**config.mk**
```make
export PLATFORM = sky130hd
export DESIGN_NAME = note_sequencer_mc
export DESIGN_NICKNAME = d
export VERILOG_FILES = /design/src/rtl/note_sequencer_mc.sv
export SDC_FILE = /design/constraint.sdc
export NUM_CORES = 1
export LEC_CHECK = 0
export BUFFER_PORTS_ARGS = -buffer_cell sky130_fd_sc_hd__buf_2
export CORE_UTILIZATION = 30
export DETAILED_ROUTE_END_ITERATION = 8
export PLACE_DENSITY = 0.55
export SYNTH_ARGS = -nofsm -noshare
export SYNTH_HDL_FRONTEND = slang
export SYNTH_SLANG_ARGS = --single-unit
```
**constraint.sdc**
```tcl
create_clock -name i_clk -period 6.86 [get_ports i_clk]
set_clock_uncertainty 0.1 [all_clocks]
set_input_delay 1.715 -clock i_clk [delete_from_list [all_inputs] [get_ports i_clk]]
set_output_delay 1.715 -clock i_clk [all_outputs]
set_load 0.005 [all_outputs]
```
**src/rtl/note_sequencer_mc.sv**
```systemverilog
// note_sequencer_mc: NUM_CHANNELS pattern players sharing one synchronous ROM through a round-robin fetch FSM
module note_sequencer_mc #(
  parameter int NUM_CHANNELS = 4,
  parameter int ADDR_WIDTH   = 5,
  parameter int DATA_WIDTH   = 16,
  parameter int LEN_WIDTH    = 5,
  localparam int CH_W = (NUM_CHANNELS > 1) ? $clog2(NUM_CHANNELS) : 1
) (
  input  logic                               i_clk,
  input  logic                               i_rst,
  input  logic [NUM_CHANNELS-1:0]            i_note_stb,
  input  logic                               i_new_addr_valid,
  input  logic [CH_W-1:0]                    i_new_chan,
  input  logic [ADDR_WIDTH-1:0]              i_new_addr,
  input  logic [LEN_WIDTH-1:0]               i_new_pattern_len,
  input  logic                               i_new_loop,
  output logic [ADDR_WIDTH-1:0]              o_rom_addr,
  input  logic [DATA_WIDTH-1:0]              i_rom_data,
  output logic [NUM_CHANNELS*DATA_WIDTH-1:0] o_note_data,
  output logic [NUM_CHANNELS-1:0]            o_new_note_valid,
  output logic [NUM_CHANNELS-1:0]            o_done,
  output logic [NUM_CHANNELS-1:0]            o_overrun,
  output logic [NUM_CHANNELS-1:0]            o_active
);
  typedef enum logic {S_IDLE, S_WAIT} state_t;
  state_t state_q, state_d;
  logic [CH_W-1:0] gnt_q, gnt_d, rr_q, rr_d, idx, g;
  logic found, discard_q, discard_d;
  logic [ADDR_WIDTH-1:0] rom_addr_q, rom_addr_d;
  logic [NUM_CHANNELS*DATA_WIDTH-1:0] note_q, note_d;
  logic [NUM_CHANNELS-1:0] ld_hit, stb_q, stb_d, pending_q, pending_d, active_q, active_d, loop_q, loop_d;
  logic [NUM_CHANNELS-1:0] valid_q, valid_d, done_q, done_d, ovr_q, ovr_d;
  logic [ADDR_WIDTH-1:0] base_q [NUM_CHANNELS];
  logic [ADDR_WIDTH-1:0] base_d [NUM_CHANNELS];
  logic [LEN_WIDTH-1:0]  len_q  [NUM_CHANNELS];
  logic [LEN_WIDTH-1:0]  len_d  [NUM_CHANNELS];
  logic [LEN_WIDTH-1:0]  pos_q  [NUM_CHANNELS];
  logic [LEN_WIDTH-1:0]  pos_d  [NUM_CHANNELS];

  assign o_rom_addr       = rom_addr_q;
  assign o_note_data      = note_q;
  assign o_new_note_valid = valid_q;
  assign o_done           = done_q;
  assign o_overrun        = ovr_q;
  assign o_active         = active_q;

  // Load decode and round-robin search for the first pending channel at or after the pointer
  always_comb begin
    ld_hit = '0;
    for (int c = 0; c < NUM_CHANNELS; c++) ld_hit[c] = i_new_addr_valid && (i_new_chan == CH_W'(c));
    found = 1'b0;
    g     = rr_q;
    idx   = rr_q;
    for (int i = 0; i < NUM_CHANNELS; i++) begin
      if (!found && pending_q[idx]) begin
        found = 1'b1;
        g     = idx;
      end
      idx = (idx == CH_W'(NUM_CHANNELS - 1)) ? '0 : idx + CH_W'(1);
    end
  end

  // Fetch FSM, pattern advance, then loads and registered strobes (a load always overrides)
  always_comb begin
    state_d    = state_q;
    gnt_d      = gnt_q;
    rr_d       = rr_q;
    discard_d  = discard_q;
    rom_addr_d = rom_addr_q;
    note_d     = note_q;
    valid_d    = '0;
    done_d     = '0;
    ovr_d      = '0;
    stb_d      = i_note_stb & ~ld_hit;
    pending_d  = pending_q;
    active_d   = active_q;
    loop_d     = loop_q;
    base_d     = base_q;
    len_d      = len_q;
    pos_d      = pos_q;
    if (state_q == S_IDLE) begin
      if (found) begin
        rom_addr_d   = base_q[g] + ADDR_WIDTH'(pos_q[g]);
        pending_d[g] = 1'b0;
        gnt_d        = g;
        rr_d         = (g == CH_W'(NUM_CHANNELS - 1)) ? '0 : g + CH_W'(1);
        discard_d    = ld_hit[g];
        state_d      = S_WAIT;
      end
    end else begin
      state_d = S_IDLE;
      if (!discard_q && !ld_hit[gnt_q]) begin
        note_d[gnt_q*DATA_WIDTH +: DATA_WIDTH] = i_rom_data;
        valid_d[gnt_q] = 1'b1;
        if (pos_q[gnt_q] + LEN_WIDTH'(1) == len_q[gnt_q]) begin
          pos_d[gnt_q] = '0;
          if (!loop_q[gnt_q]) begin
            active_d[gnt_q] = 1'b0;
            done_d[gnt_q]   = 1'b1;
          end
        end else pos_d[gnt_q] = pos_q[gnt_q] + LEN_WIDTH'(1);
      end
    end
    for (int c = 0; c < NUM_CHANNELS; c++) begin
      if (ld_hit[c]) begin
        base_d[c]    = i_new_addr;
        len_d[c]     = i_new_pattern_len;
        loop_d[c]    = i_new_loop;
        pos_d[c]     = '0;
        pending_d[c] = 1'b0;
        active_d[c]  = |i_new_pattern_len;
      end else if (stb_q[c] && active_d[c]) begin
        if (pending_q[c]) ovr_d[c] = 1'b1;
        else pending_d[c] = 1'b1;
      end
    end
  end

  // State registers
  always_ff @(posedge i_clk) begin
    if (i_rst) begin
      state_q    <= S_IDLE;
      gnt_q      <= '0;
      rr_q       <= '0;
      discard_q  <= 1'b0;
      rom_addr_q <= '0;
      note_q     <= '0;
      valid_q    <= '0;
      done_q     <= '0;
      ovr_q      <= '0;
      stb_q      <= '0;
      pending_q  <= '0;
      active_q   <= '0;
      loop_q     <= '0;
      base_q     <= '{default: '0};
      len_q      <= '{default: '0};
      pos_q      <= '{default: '0};
    end else begin
      state_q    <= state_d;
      gnt_q      <= gnt_d;
      rr_q       <= rr_d;
      discard_q  <= discard_d;
      rom_addr_q <= rom_addr_d;
      note_q     <= note_d;
      valid_q    <= valid_d;
      done_q     <= done_d;
      ovr_q      <= ovr_d;
      stb_q      <= stb_d;
      pending_q  <= pending_d;
      active_q   <= active_d;
      loop_q     <= loop_d;
      base_q     <= base_d;
      len_q      <= len_d;
      pos_q      <= pos_d;
    end
  end
endmodule

```
# == Yosys cells after proc, flatten, opt, wreduce, memory -nomap -nowiden ==
# Cells that the tools add are included.
# Widths: inputs -> output; s select.
# op_classes
eq_ne,8
magnitude_cmp,11
n_mux,69
n_shift,2
bitwise,17
n_reduce_logical,35
add_sub_neg,7
# op_table
operator,count
$bwmux 64,1
$shift 16x34->64 const A,1
$shiftx 16x34->64,1
$mux 5,9
$bmux 5 s2,4
$neg 6->34,1
$mux 1,30
$mux 4,6
$and 20x20->20,1
$bwmux 20,1
$mux 20,1
$not 20->20,1
$lt 2x3->1 const B,6
$logic_and 1x1->1,15
$reduce_or 3->1,5
$bmux 1 s2,7
$mux 2,7
$and 4x4->4,3
$eq 2x2->1 const B,6
$not 4->4,3
$demux 5 s2,1
$reduce_or 2->1,5
$reduce_or 5->1,2
$add 2x1->2 const B,4
other kinds (13),28
# word_totals
out_inout_bits,85
input_bits,36
register_bits,163
elab_cells,183

# == Longest topological paths before layout ==
# Gate-level depths: netlist of the first run.
# logic_depth
word_depth,22
depth_mapped,19
mapped_depth_nobuf,17

# == Worst setup path before layout of the first run ==
# Ideal clock, no wire load.
# synth_timing
path_kind,register -> register
start,reg rr_q[0]
end,"reg rom_addr_q[4], in the netlist o_rom_addr[4]"
stages_incl_launch_ff,20
t_required_ps,6681
synth_period_minus_slack_ps,4105
setup_slack_ps,2755
setup_ps,79
t_arrival_ps,3926
path_buffers,2
cell_sequence,dfxtp_1 -> ha_1 -> clkbuf_8 -> o21a_1 -> or4b_1 -> a311o_1 -> a32o_1 -> nor2_2 -> buf_6 -> mux2_2 -> nor2_1 -> a21oi_1 -> ha_1 -> inv_1 -> fa_1 -> inv_1 -> a21o_1 -> a21oi_1 -> xnor2_1 -> a211oi_2
# synth_via
elab_chain_len,17
word_cells_on_any_way,39
cone_classes,add/sub: 4; eq/ne: 3; mux: 24; bitwise: 1; reduce/logical: 7
# synth_rtl
item,line,text
"start, declared",27,"logic [CH_W-1:0] gnt_q, gnt_d, rr_q, rr_d, idx, g;"
"start signal, assigned",141,rr_q <= rr_d;
branches (longest 17 deep; another with $add 2x1->2),-,
"end signal, assigned",143,rom_addr_q <= rom_addr_d;
"end, declared",29,"logic [ADDR_WIDTH-1:0] rom_addr_q, rom_addr_d;"
# Several ways; the timed one is not identified. The select of a mux whose other input is x is not followed.
# A chain may end at the register's enable or synchronous reset.

# == Worst setup path after layout of the first run ==
# Ends and elaborated chain as after synthesis.

==> results by group, run 1 <==
Synth
  • Most common flop cell mapped by yosys: dfxtp_1
  • Yosys top cell by area: dfxtp_1
  • Ranking of synthesized cells by area: dfxtp_1 (45%), nand2_1 (10%), a21oi_1 (9.9%)
  • Yosys reg bits: 163
  • YS warnings: 0
  • Synth cell types: 54
  • Synth Cell Area: 7300 sq um
  • Post-synth ARST share: 0%
  • Cells after synthesis: 869
  • EDFF count, synth: 0
  • Mapped Avg Cell Area: 8.40 sq um
  • Sequential area share after synthesis: 44.7%
  • Syn nets: 924
  • Yosys top cell area share: 44.7%

Final layout
  • Share of cells above drive strength 1: 20.2%
  • Area Growth Syn to Fin: 17.3%
  • FF+latch area: 3260 sq um
  • Nets: 1005
  • Antenna diodes: 0
  • Fill cells: 2506
  • Fin util: 36.2%
  • Area of the multi-input gates: 3650 sq um

Detailed routing
  • DR WL/cell: 16.6 um
  • Final ANT Viol Nets: 0
  • Routed via count: 6312
  • Routed wire length: 21200 um
  • First DRT Iteration DRCs: 591
  • DRC: 0
  • 1st-pass router iterations: 5
  • DR vias/cell: 4.92

Clock tree
  • Post-cts resize count: 0
  • Hold-fix buffers, CTS: 0
  • CTS root buf: clkbuf_16
  • CTS Sinks: 163
  • Clock Pin Slew Worst Setup and Hold Paths: 0.07 ns
  • Post-CTS Setup Bufs: 0
  • Clock H-tree levels: 4
  • Max clock buf depth: 2
  • Total CTS buffers: 17
  • CTS tree: built
  • Clock Latency Late Sink: 0.43 ns

Die
  • Rows: 56
  • Die Y-Extent: 158 um
  • CORE AREA: 23700 sq um
  • Initial Util: 30.8%
  • Die footprint: 25000 sq um
  • Die W: 158 um
  • IO Pins: 121

Hold path
  • Worst Hold Class: reg2reg

Worst setup path
  • Crit end category: register
  • Crit-path max FO: 16
  • Crit-path cells: ha_1 > o21a_1 > or4b_1 > a311o_1 > a32o_1 > nor2_2 > buf_4 > mux2i_1 > a21oi_1 > ha_1 > inv_1 > fa_1 > inv_1 > a21o_1 > a21oi_1 > xnor2_1 > a211oi_2
  • CP startpoint kind: register
  • CP arrival: 5.50 ns
  • Crit path max-delay cell type: dfxtp_1
  • Top delay family on crit path: compound AO/OA/AOI/OAI gates
  • CP Buf/Inv Count: 3
  • CP required: 7.04 ns
  • Crit path largest cell delay: 0.78 ns
  • Setup Crit Path Kind: reg2reg

Flow run
  • Maxcap violations: 0

Power
  • Lkg Pwr: 3.29 nW
  • PD cells: 244 nW/um^2
  • VDD IR max: 0.000150 V

STA
  • Final hold violations: 0
  • RSZ-0062 raised after global routing: false
  • Slew @ Worst Pin: 1.21 ns
  • Tcrit/Tclk final: 77.5%
  • TNS Setup: 0 ns
  • Slew Viols, Final: 0
  • Fin crit period: 5.32 ns
  • Fmax: 188 MHz
  • Final WS setup: 1.54 ns
  • Final number of setup-violating endpoints: 0
  • Slew margin rel.: 18.8%

GRT
  • Antenna violations before repair: 1
  • First-pass GRT wire length: 32600 um
  • Vias in the first global route: 5669
  • Met3 Use GR: 3.56%
  • Pin count of the biggest net entering global routing: 75
  • GR peak layer: met2
  • Total Routing Usage GR: 17.1%
  • Met2 Usage GRT: 26.6%
  • Global route overflow: 0
  • GRT met1 Usage: 23.7%

Place
  • GP Congestion: 0.848
  • # port buffers: 120
  • Dpl ws: 1.62 ns
  • HPWL Detailed: 14600 um

Status
  • Status: finished, final reports clean
-- synth_stat cells (6+ instances only) --
| library cell | n |
|---|---|
| o21ai_0 | 6 |
| nor2_1 | 29 |
| mux4_2 | 12 |
| mux2i_1 | 21 |
| a21oi_1 | 144 |
| and3_1 | 9 |
| dfxtp_1 | 163 |
| clkbuf_1 | 44 |
| and2_1 | 12 |
| nand2_1 | 197 |
| xnor2_1 | 15 |
| clkbuf_8 | 6 |
| nand3_1 | 97 |
| ha_1 | 18 |
| inv_1 | 13 |
| mux2_2 | 9 |
-- worst paths after layout --
check / startpoint / end / slack (ns) / cells after the start
setup / recovery: rr_q[0]$_SDFFE_PP0P_ / o_rom_addr[4]$_SDFFE_PP0P_ / 1.54 / 17
hold / removal: stb_q[2]$_SDFF_PP0_ / o_overrun[2]$_SDFF_PP0_ / 0.33 / 2
setup reg to reg: rr_q[0]$_SDFFE_PP0P_ / o_rom_addr[4]$_SDFFE_PP0P_ / 1.54 / 17
hold reg to reg: stb_q[2]$_SDFF_PP0_ / o_overrun[2]$_SDFF_PP0_ / 0.33 / 2
-- state kept, by name, indices dropped and copies added (netlist names) --
| register | count |
|---|---|
| loop_q | 4 |
| stb_q | 4 |
| o_overrun | 4 |
| discard_q | 1 |
| base_q | 20 |
| pending_q | 4 |
| o_note_data | 64 |
| pos_q | 20 |
| o_active | 4 |
| o_done | 4 |
| gnt_q | 2 |
| o_rom_addr | 5 |
| state_q | 1 |
| o_new_note_valid | 4 |
| len_q | 20 |
| rr_q | 2 |
-- worst min-delay path, delay by kind of cell (launching register included) --
kind             cells  cell delay, ns
and+or+nand+nor      2            0.09
DFF                  1            0.31
-- power by group --
part | internal [mW] | switching [mW] | leakage [nW]
logic | 0.0735 | 0.135 | 1.72
registers | 0.964 | 0.0138 | 1.32
clock network | 0.474 | 0.431 | 0.261
total | 1.51 | 0.580 | 3.29
-- cell usage in the layout (no fill, tap or decap), types with 8 or more instances in the layout --
| cell type | n |
|---|---|
| a21oi_1 | 143 |
| nand3_1 | 97 |
| ha_1 | 18 |
| mux4_2 | 12 |
| inv_1 | 13 |
| and2_1 | 12 |
| and3_1 | 9 |
| buf_4 | 8 |
| clkbuf_16 | 17 |
| buf_2 | 119 |
| dfxtp_1 | 163 |
| nor2_1 | 29 |
| nand2_1 | 197 |
| mux2_2 | 9 |
| xnor2_1 | 15 |
| mux2i_1 | 21 |
-- stage by stage --
step	power [mW]	hold slack, ns	instance area, sq um	instances
finish	2.09	0.335	8570	1282
global route	2.17	0.357	8570	1282
CTS	2.11	0.339	8570	1282
detailed placement	1.21	0.330	8020	1250
global placement	1.21	0.330	8020	1250
floorplan	1.14	0.317	7300	869
-- cells by family (layout without fill, tap and decap cells) --
kind of cell | after synthesis | after routing | synth area share (%)
adders and majority gates | 19 | 19 | 3.36
xor gates and xnor gates | 19 | 19 | 2.28
and+or+nand+nor | 367 | 367 | 22.2
muxes | 43 | 43 | 8.27
AOI/OAI and AO/OA | 180 | 180 | 13.7
buffers and inverters | 78 | 172 | 5.50
DFF | 163 | 163 | 44.7
-- per-layer routing --
| layer | vias to the layer above | share of wire (%) |
|---|---|---|
| met2 | 132 | 46 |
| met4 | 0 | 1.2 |
| met5 | - | 0 |
| met3 | 13 | 4.0 |
| li1 | 3141 | - |
| met1 | 3026 | 48 |
-- cell type report --
cell class                 count  share of cell area, %
multi-input combinational    628                   42.6
sequential                   163                   38.1
timing repair buffer         127                   7.65
clock buffer                  17                   4.96
tap                          319                   4.66
clock inverter                15                   1.45
inverter                      13                  0.570
Power figures use the tool's default switching activity.
==> run 2: changes to the inputs <==
clock period = 5.4 ns   (was 6.86 ns; I/O delays follow)
==> run 2 against run 1 <==
Effect of this change:
- routed wire length is 0.57% lower
- non-clock buffer count is 2 higher
- flip-flop and latch count unchanged
- clock-buffer cell count is the same
- sequential power increased by 27%
- utilization rose by 0.18 points
- worst setup slack got worse by 0.98 ns
- first-iteration DRC count is 16% lower
- highest routed layer unchanged
- critical endpoint unchanged
==> results by group, run 2 (same netlist as run 1, synthesis figures left out) <==
Worst setup path
  • Setup Crit Path Kind: reg2reg
  • Crit end category: register
  • CP startpoint kind: register
  • CP arrival: 5.08 ns (-0.42 ns)
  • CP required: 5.65 ns (-1.39 ns)
  • Crit-path max FO: 21 (+5)

STA
  • Final WS setup: 0.567 ns (-0.977 ns)
  • Tcrit/Tclk final: 89.5% (+12 points)
  • Final hold violations: 0 (unchanged)
  • RSZ-0062 raised after global routing: false
  • Fmax: 207 MHz (+10%)
  • Slew margin rel.: 22.4% (+3.6 points)
  • TNS Setup: 0 ns (unchanged)
  • Fin crit period: 4.83 ns (-0.483 ns)
  • Slew Viols, Final: 0 (unchanged)
  • Slew @ Worst Pin: 1.16 ns (-0.0533 ns)
  • Final number of setup-violating endpoints: 0 (unchanged)

GRT
  • First-pass GRT wire length: 33000 um (+1.2%)
  • Total Routing Usage GR: 17.3% (+0.20 points)
  • Global route overflow: 0 (unchanged)
  • Antenna violations before repair: 1 (unchanged)
  • Vias in the first global route: 5852 (+3.2%)
  • Pin count of the biggest net entering global routing: 72 (-4.0%)

Detailed routing
  • Routed via count: 6271 (-0.65%)
  • Length of routed met3 wiring: 952 um (+11%)
  • DR vias/cell: 4.88 (-0.88%)
  • DR WL/cell: 16.4 um (-0.80%)
  • 1st-pass router iterations: 4 (-1)
  • Met1 WL: 10000 um (-2.6%)
  • Routed wire length: 21100 um (-0.57%)
  • First DRT Iteration DRCs: 495 (-16%)
  • DRC: 0 (unchanged)
  • Final ANT Viol Nets: 0 (unchanged)
  • Top layer in use: met4
  • WL met2: 9910 um (+0.54%)

Die
  • Die Y-Extent: 158 um (unchanged)
  • Rows: 56 (unchanged)
  • Die footprint: 25000 sq um (unchanged)
  • IO Pins: 121 (unchanged)
  • Initial Util: 30.8% (unchanged)
  • Die W: 158 um (unchanged)
  • CORE AREA: 23700 sq um (unchanged)

Clock tree
  • Hold-fix buffers, CTS: 0 (unchanged)
  • Total CTS buffers: 17 (unchanged)
  • CTS tree: built
  • CTS Sinks: 163 (unchanged)
  • Post-cts resize count: 0 (unchanged)
  • Clock H-tree levels: 4 (unchanged)
  • Clock Latency Late Sink: 0.43 ns (about the same)
  • Clock Pin Slew Worst Setup and Hold Paths: 0.07 ns (about the same)
  • CTS root buf: clkbuf_16
  • Post-CTS Setup Bufs: 0 (unchanged)
  • Max clock buf depth: 2 (unchanged)

Power
  • VDD IR max: 0.000197 V (+32%)
  • Total Power Consumption: 2.71 mW (+29%)
  • PD cells: 314 nW/um^2 (+29%)
  • Lkg Pwr: 3.33 nW (+0.98%)

Final layout
  • Share of cells above drive strength 1: 20.4% (+0.17 points)
  • Commonest non-fill, non-tap cell in the layout: nand2_1
  • Most frequent cells in the layout: nand2_1 (197), dfxtp_1 (163), a21oi_1 (143)
  • Max reg flops: 64 (unchanged)
  • Finished Cell Area: 8610 sq um (+0.50%)
  • Area Growth Syn to Fin: 17.9%
  • Fin util: 36.4% (+0.18 points)
  • Nets: 1007 (+0.20%)

Place
  • Dpl ws: 0.595 ns (-1.02 ns)
  • # port buffers: 120 (unchanged)
  • Placed Area: 8030 sq um (+0.19%)
  • HPWL Detailed: 14700 um (+0.52%)
  • GP Congestion: 0.822 (-3.0%)

Flow run
  • Maxcap violations: 0 (unchanged)

Hold path
  • Worst Hold Class: reg2reg

Status
  • Status: finished, final reports clean
[run 2: worst paths after layout]
check                                          start                          to  slack (ns)  cells past startpoint
worst min-delay path             stb_q[3]$_SDFF_PP0_     o_overrun[3]$_SDFF_PP0_        0.34                      2
worst min register to register   stb_q[3]$_SDFF_PP0_     o_overrun[3]$_SDFF_PP0_        0.34                      2
worst max-delay path            rr_q[1]$_SDFFE_PP0P_  o_rom_addr[4]$_SDFFE_PP0P_        0.57                     18
worst max register to register  rr_q[1]$_SDFFE_PP0P_  o_rom_addr[4]$_SDFFE_PP0P_        0.57                     18
[run 2: routing by layer]
layer,track usage [%],up-vias
li1,-,3143
met3,3.78,18
met2,26.9,148
met4,5.59,0
met5,0,-
met1,23.7,2962
[run 2: metrics by stage]
stage / hold WS, ns / instances
floorplan: 0.317 / 869
global placement: 0.330 / 1252
detailed placement: 0.333 / 1252
CTS: 0.342 / 1284
global route: 0.367 / 1284
finish: 0.339 / 1285
[run 2: layout make-up]
class / count / area, sq um
Fill cell: 2524 / 15100
Multi-Input combinational cell: 628 / 3650
Inverter: 13 / 48.8
Antenna cell: 1 / 2.50
Clock buffer: 17 / 425
Clock inverter: 15 / 149
Sequential cell: 163 / 3260
Timing Repair Buffer: 129 / 671
Tap cell: 319 / 399
[run 2: power breakdown]
group	internal (mW)	switching, mW	total, mW
sequential	1.22	0.0151	1.24
combinational	0.0937	0.170	0.264
clock	0.649	0.553	1.20
total	1.97	0.739	2.71
[run 2: critical path: stages, from the launching register on]
cell      delay (ns)
dfxtp_1         0.55
ha_1            0.43
o21a_1          0.21
or4b_1          0.53
a311o_1         0.45
a32o_1          0.32
nor2_2          0.09
buf_4           0.30
mux2_2          0.38
nor2_1          0.09
a21oi_1         0.06
ha_1            0.23
inv_1           0.07
fa_1            0.21
inv_1           0.05
a21o_1          0.17
a21oi_1         0.18
xnor2_1         0.10
a211oi_2        0.21
